<file path="src/rtl/onehot_sender_mc_pkg.sv">
// Shared defaults and helpers for the multi-channel one-hot sender.
// The default-size macros live here so that every file compiled after the
// package (interface, arbiter, top) sees the same channel/counter/gap values.

`ifndef ONEHOT_SENDER_MC_DEFINES
`define ONEHOT_SENDER_MC_DEFINES
`define ONEHOT_CH        4
`define ONEHOT_CNT_BITS  3
`define ONEHOT_GAP       0
// Width needed to index n items, never less than one bit.
`define ONEHOT_LOG2(n)   (((n) > 1) ? $clog2(n) : 1)
`endif

package onehot_sender_mc_pkg;

    // What a per-channel pending counter does on a given cycle.
    typedef enum logic [1:0] {
        PEND_HOLD = 2'd0,
        PEND_INC  = 2'd1,
        PEND_DEC  = 2'd2,
        PEND_DROP = 2'd3
    } pend_op_e;

    // Request and grant in the same cycle cancel out, so a full counter that
    // is also being served never drops the incoming request.
    function automatic pend_op_e pend_op(input logic inc, input logic dec, input logic at_max);
        pend_op_e op;
        op = PEND_HOLD;
        if (inc && !dec) begin
            op = at_max ? PEND_DROP : PEND_INC;
        end else if (!inc && dec) begin
            op = PEND_DEC;
        end
        return op;
    endfunction

endpackage

</file>
<file path="src/rtl/onehot_sender_mc_if.sv">
// Request/pulse bus between event producers and the one-hot sender.
// master = producer/consumer side, slave = the sender itself.

interface onehot_sender_mc_if #(
    parameter int CH = `ONEHOT_CH
);
    logic [CH-1:0] in;
    logic          out_ready;
    logic          ovf_clr;
    logic [CH-1:0] out;
    logic [CH-1:0] ovf;
    logic          busy;

    modport master (
        output in,
        output out_ready,
        output ovf_clr,
        input  out,
        input  ovf,
        input  busy
    );

    modport slave (
        input  in,
        input  out_ready,
        input  ovf_clr,
        output out,
        output ovf,
        output busy
    );
endinterface

</file>
<file path="src/rtl/onehot_sender_mc_arbiter.sv">
// Combinational round-robin arbiter: the search starts one past the last
// winner and wraps, so every requesting channel is reached within CH grants.

module onehot_rr_arbiter #(
    parameter int CH    = `ONEHOT_CH,
    parameter int PTR_W = `ONEHOT_LOG2(CH)
) (
    input  logic [CH-1:0]    req_i,
    input  logic [PTR_W-1:0] ptr_i,
    output logic [CH-1:0]    grant_o,
    output logic [PTR_W-1:0] winner_o,
    output logic             valid_o
);

    logic [PTR_W-1:0] idx;

    // Walk channels ptr+1 .. ptr+CH (mod CH); the first requester wins.
    always_comb begin
        grant_o  = '0;
        winner_o = '0;
        valid_o  = 1'b0;
        idx      = '0;
        for (int k = 1; k <= CH; k++) begin
            idx = PTR_W'((int'(ptr_i) + k) % CH);
            if (!valid_o && req_i[idx]) begin
                valid_o      = 1'b1;
                grant_o[idx] = 1'b1;
                winner_o     = idx;
            end
        end
    end

endmodule

</file>
<file path="src/rtl/onehot_sender_mc.sv">
// Multi-channel one-hot pulse sender. Requests are queued as saturating
// per-channel counts and drained as single-cycle one-hot pulses, one per
// grant, in round-robin order, gated by out_ready and an idle gap.

module onehot_sender_mc
    import onehot_sender_mc_pkg::*;
#(
    parameter int CH       = `ONEHOT_CH,
    parameter int CNT_BITS = `ONEHOT_CNT_BITS,
    parameter int GAP      = `ONEHOT_GAP
) (
    input  logic               clk,
    input  logic               rst,
    onehot_sender_mc_if.slave  bus
);

    localparam int PTR_W = `ONEHOT_LOG2(CH);
    localparam int GAP_W = `ONEHOT_LOG2(GAP + 1);

    localparam logic [CNT_BITS-1:0] PEND_MAX = '1;
    localparam logic [GAP_W-1:0]    GAP_LOAD = GAP_W'(GAP);
    // Reset pointer to the last channel so channel 0 is searched first.
    localparam logic [PTR_W-1:0]    PTR_INIT = PTR_W'(CH - 1);

    logic [CH-1:0]    req_vec;
    logic [CH-1:0]    drop_vec;
    logic [CH-1:0]    grant_vec;
    logic [PTR_W-1:0] winner;
    logic             arb_valid;
    logic             grant_en;

    logic [PTR_W-1:0] ptr_q, ptr_d;
    logic [GAP_W-1:0] gap_q, gap_d;
    logic [CH-1:0]    out_q, out_d;
    logic [CH-1:0]    ovf_q, ovf_d;

    onehot_rr_arbiter #(
        .CH    (CH),
        .PTR_W (PTR_W)
    ) u_arb (
        .req_i    (req_vec),
        .ptr_i    (ptr_q),
        .grant_o  (grant_vec),
        .winner_o (winner),
        .valid_o  (arb_valid)
    );

    // A grant sees only counts registered at the start of the cycle.
    assign grant_en = bus.out_ready && (gap_q == '0) && arb_valid;

    for (genvar i = 0; i < CH; i++) begin : g_ch
        logic [CNT_BITS-1:0] pend_q, pend_d;
        pend_op_e            op;

        assign op          = pend_op(bus.in[i], grant_en && grant_vec[i], pend_q == PEND_MAX);
        assign req_vec[i]  = (pend_q != '0);
        assign drop_vec[i] = (op == PEND_DROP);

        // Pending count update: saturates at PEND_MAX, never wraps.
        always_comb begin
            pend_d = pend_q;
            case (op)
                PEND_INC: pend_d = pend_q + CNT_BITS'(1);
                PEND_DEC: pend_d = pend_q - CNT_BITS'(1);
                default:  pend_d = pend_q;
            endcase
        end

        // Pending count register.
        always_ff @(posedge clk) begin
            if (rst) begin
                pend_q <= '0;
            end else begin
                pend_q <= pend_d;
            end
        end
    end

    // Pointer, gap, pulse and overflow next-state; a fresh overflow beats ovf_clr.
    always_comb begin
        ptr_d = ptr_q;
        gap_d = gap_q;
        out_d = '0;
        ovf_d = (ovf_q & ~{CH{bus.ovf_clr}}) | drop_vec;
        if (grant_en) begin
            ptr_d = winner;
            out_d = grant_vec;
        end
        if (GAP == 0) begin
            gap_d = '0;
        end else if (grant_en) begin
            gap_d = GAP_LOAD;
        end else if (gap_q != '0) begin
            gap_d = gap_q - GAP_W'(1);
        end
    end

    // Shared control and output registers.
    always_ff @(posedge clk) begin
        if (rst) begin
            ptr_q <= PTR_INIT;
            gap_q <= '0;
            out_q <= '0;
            ovf_q <= '0;
        end else begin
            ptr_q <= ptr_d;
            gap_q <= gap_d;
            out_q <= out_d;
            ovf_q <= ovf_d;
        end
    end

    assign bus.out  = out_q;
    assign bus.ovf  = ovf_q;
    assign bus.busy = (|req_vec) | (|out_q);

endmodule

</file>
<file path="src/flat_wrapper.sv">
// flat-port wrapper written by rule: the top's interface ports become plain ports
module onehot_sender_mc_flat import onehot_sender_mc_pkg::*;
#(
    parameter int CH       = `ONEHOT_CH,
    parameter int CNT_BITS = `ONEHOT_CNT_BITS,
    parameter int GAP      = `ONEHOT_GAP
)
  (clk, rst, bus_in, bus_out_ready, bus_ovf_clr, bus_out, bus_ovf, bus_busy);
  onehot_sender_mc_if #(.CH(CH)) bus_i ();
  input  logic clk;
  input  logic rst;
  input wire logic [$bits(bus_i.in)-1:0] bus_in;
  input wire logic [$bits(bus_i.out_ready)-1:0] bus_out_ready;
  input wire logic [$bits(bus_i.ovf_clr)-1:0] bus_ovf_clr;
  output wire logic [$bits(bus_i.out)-1:0] bus_out;
  output wire logic [$bits(bus_i.ovf)-1:0] bus_ovf;
  output wire logic [$bits(bus_i.busy)-1:0] bus_busy;
  assign bus_i.in = bus_in;
  assign bus_i.out_ready = bus_out_ready;
  assign bus_i.ovf_clr = bus_ovf_clr;
  assign bus_out = bus_i.out;
  assign bus_ovf = bus_i.ovf;
  assign bus_busy = bus_i.busy;
  onehot_sender_mc #(.CH(CH), .CNT_BITS(CNT_BITS), .GAP(GAP)) u_core (.clk(clk), .rst(rst), .bus(bus_i));
endmodule
</file>
<file path="config.mk">
export PLATFORM = sky130hd
export DESIGN_NAME = onehot_sender_mc_flat
export DESIGN_NICKNAME = d
export VERILOG_FILES = /design/src/rtl/onehot_sender_mc_pkg.sv /design/src/rtl/onehot_sender_mc_if.sv /design/src/rtl/onehot_sender_mc_arbiter.sv /design/src/rtl/onehot_sender_mc.sv /design/src/flat_wrapper.sv
export SDC_FILE = /design/constraint.sdc
export NUM_CORES = 1
export LEC_CHECK = 0
export CAP_MARGIN = 10
export CORE_UTILIZATION = 40
export DETAILED_ROUTE_END_ITERATION = 8
export GPL_TIMING_DRIVEN = 0
export PLACE_DENSITY_LB_ADDON = 0.05
export SLEW_MARGIN = 25
export SYNTH_ARGS = -nofsm -noshare
export SYNTH_HDL_FRONTEND = slang
export SYNTH_HIERARCHICAL = 1
export SYNTH_SLANG_ARGS = --single-unit
export TNS_END_PERCENT = 30
</file>
<file path="constraint.sdc">
create_clock -name clk -period 3.5 [get_ports clk]
set_input_delay 0.7 -clock clk [delete_from_list [all_inputs] [get_ports clk]]
set_output_delay 0.7 -clock clk [all_outputs]
set_load 0.005 [all_outputs]
</file>
==> results.md <==
* Slowest stage delay, CP at between 0.5 and 0.6 ns
* Cell Area, Synth at 0.00179 mm2
* Number of global-route vias before repair at around 1600
* Switching Share at 46.6%
* Wire per inst at approximately 17 um
* Syn nets at 233
* Starting Density at between 40 and 50%
* Most frequent cells after synthesis: 22 x dfxtp_1, 21 x nor2_1, 17 x inv_1
* Ys flop type: dfxtp_1
* Vias per std cell at between 5 and 6
* Clock transition at path regs at 0.08 ns
* Setup-failing EPs final at 2
* Dpl cells at 274
* Failing checks: setup timing
* GRT Resource Usage Total at a little over a fifth
* RSZ-0062 raised after global routing: true
* Final nets at around 270
* Endpoint class of the critical path: register
* PnR worst setup slack at -0.0525 ns
* Hold Startpoint: u_core/bus.ovf[3]
* P_sw at ~0.0012 W
* Avg Inst Size Synth at approximately 8.6 um2
* Hold Vio Cnt, Final at 0
* Finished Layout Cells at 296
* EDFF count, synth at 0
* Pre-CTS setup slack at -0.521 ns
* Post-synth top area share at ~25%
* Data required, critical path at roughly 3.7 ns
* Lkg Pwr at slightly below 1 nW
* TritonRoute pass-1 iters at 4
* Post-synth top area cell: dfxtp_1
* Die Ht at 68.9 um
* Max cap viols at 0
* P per Cell Area at between 1000 and 1500 mW/mm2
* Ys async rst share at 0%
* Vias at about 1700
* Crit path cell chain: or3_4 > mux4_2 > or3_4 > a21oi_2 > a2111o_1 > nand4b_1 > buf_4 > fa_2 > nand2b_4 > mux2i_1 > mux2_2
* Sequential share of the synthesized area at 24.6%
* DR DRC count at 0
* ANT cells at 0
* # IOs at 17
* Final cycle utilization of the critical path at 101%
* Crit path max fanout at 8
* Top post-synthesis cells by area: dfxtp_1 25%, ha_1 8.4%, fa_1 4.5%
* Grt total ovfl at 0
* Largest net degree at the start of global routing at 12
* WL final at 5090 um
* Crit path from: u_core/g_ch[2].pend_q[2]
* Layout area overhead at 33.4%
* Core Area at ~0.0041 mm2
* Worst Max-Slew Pin Slew at between 0.5 and 0.6 ns
* Die area at approximately 0.0048 mm2
* Post-CTS Hold Fix Bufs at 0
* Layout cell share with drive strength beyond 1 at between 30% and 40%
* CP dominant cell by count: or3_4
* Critical path type: register to register
* Cell with the most instances after synthesis: dfxtp_1
* Core Util, Final at 57.7%
* Largest delay share family, worst path: simple AND/OR/NAND/NOR gates
* First-pass GRT wire length at 7420 um
* CTS Root Cell: clkbuf_8
* Clk buf depth at 2
* TritonCTS buffer count at 3
* CP max stage cell: mux4_2
* Clock Latency Late Sink at about 0.26 ns
* Max rail drop VDD at 0.482 mV
* Rows at 23
* Sequential share of power at between 10% and 20%
* Clock power share at just over 6%
* Routability cong. at roughly 0.81
* WP buf/inv at 1
* Beginning of the worst register-to-register path: u_core/g_ch[2].pend_q[2]
* # port buffers at 15
* Synth Register Bits at 22
* Number of nets with antenna violations after routing at 0
* Syn Inst Count at 209
* CTS tree: yes
* WP data arrival at between 3 and 4 ns
* Yosys cell types at 42
* Die width at 68.9 um
* Min-Delay Path Class: register to register
* P_int at approximately 0.0014 W
* CTS sink count at 22
* Outcome: finished, violations left
* Initial antenna violation count at 0
* Combinational Power Share at 76.3%
* Clock skew at just under 0.005 ns
* Max-slew violation count at 0
* Startpoint Class: register
* Drt initial violations at roughly 120
* Synthesis Warnings at 6
* H-tree Lvls at 1
* Slew margin rel. at 65.1%
* FMAX at 281 MHz
* Fin crit period at 3.55 ns
* Hpwl dp at between 3000 and 4000 um
-- logic make-up (layout without fill, tap and decap cells) --
| kind of cell | Yosys count | in the layout | synth area share, % |
|---|---|---|---|
| DFF | 22 | 22 | 24.6 |
| adders and majority gates | 16 | 16 | 12.8 |
| muxes | 14 | 14 | 9.57 |
| xor gates and xnor gates | 4 | 4 | 1.96 |
| buffers and inverters | 28 | 64 | 6.98 |
| AOI/OAI and AO/OA | 45 | 45 | 19.1 |
| and+or+nand+nor | 80 | 81 | 24.9 |
-- layout by cell type (no fill, tap or decap), types with 3 or more instances in the layout --
cell type | synthesis | routed
a2111o_1 | 4 | 4
a211oi_1 | 7 | 7
a21bo_2 | 4 | 4
a21boi_1 | 0 | 3
a21oi_1 | 8 | 6
a31oi_1 | 5 | 4
and3_1 | 6 | 6
buf_4 | 0 | 19
clkbuf_8 | 0 | 4
clkdlybuf4s50_1 | 0 | 15
dfxtp_1 | 22 | 13
dfxtp_2 | 0 | 7
ha_1 | 12 | 7
ha_4 | 0 | 4
inv_1 | 17 | 14
mux2_2 | 5 | 5
mux2i_1 | 7 | 5
nand2_1 | 12 | 11
nand2b_1 | 7 | 5
nand4_1 | 6 | 6
nand4b_1 | 4 | 4
nor2_1 | 21 | 21
nor2b_1 | 4 | 4
nor3b_1 | 5 | 5
o31ai_2 | 0 | 3
or3_4 | 1 | 6
xnor2_1 | 4 | 4
-- state kept, by name, summed over array words and instances (netlist names) --
register and cells:
u_core/g_ch.pend_q 12, u_core/bus.out 4, u_core/bus.ovf 4, u_core/ptr_q 2
-- worst paths after layout --
path / end / slack [ns] / cells past startpoint
setup / recovery: u_core/g_ch[1].pend_q[2] / -0.05 / 11
hold / removal: u_core/bus.ovf[3] / 0.51 / 2
setup reg to reg: u_core/g_ch[1].pend_q[2] / -0.05 / 11
hold reg to reg: u_core/bus.ovf[3] / 0.51 / 2
-- timing repair --
action | 4_1_cts | 5_1_grt
setup buffers | 12 | 7
resized for setup | 31 | 22
cloned | 0 | 2
pin swaps | 7 | 12
setup endpoints to repair | 12 | 4
-- power by group through the flow --
stage                     Combinational, W  Sequential [W]  Clock [W]
after detailed placement           0.00150        0.000435          0
after global placement             0.00146        0.000430          0
after CTS                          0.00174        0.000435   0.000163
after floorplan                    0.00115        0.000411          0
final                              0.00195        0.000451   0.000157
after global routing               0.00211        0.000466   0.000172
-- metal layers --
layer / global-route usage, % / vias to the layer above / part of all wire [%]
li1: - / 834 / -
met1: 24.4 / 855 / 43
met2: 39.6 / 50 / 53
met3: 2.80 / 6 / 3.0
met4: 7.65 / 0 / 1.2
met5: 0 / - / 0
-- through the flow --
step,power (W),area [um2],hold WS (ns),setup TNS [ns]
2_1_floorplan,0.00156,1790,0.472,0
3_3_place_gp,0.00189,2010,0.474,-1.59
3_5_place_dp,0.00193,2010,0.488,-2.84
4_1_cts,0.00234,2270,0.513,-0.0936
5_1_grt,0.00275,2390,0.544,-0.431
6_report,0.00256,2390,0.507,-0.0531
-- worst reg2reg max path, cell delays in order, from the launching register on --
cell and delay (ns):
dfxtp_2 0.34, or3_4 0.42, mux4_2 0.58, or3_4 0.41, a21oi_2 0.15, a2111o_1 0.21
nand4b_1 0.16, buf_4 0.18, fa_2 0.35, nand2b_4 0.14, mux2i_1 0.15, mux2_2 0.34
-- area by class of cell --
cell class / instances / area (um2)
multi-input cells: 160 / 1390
well taps: 50 / 62.6
fillers: 371 / 1750
inverters: 17 / 67.6
clock buffers: 3 / 41.3
plain buffers: 9 / 80.1
flip-flops and latches: 22 / 457
repair buffers: 35 / 298
No activity file was read; power rests on OpenSTA's default activity.
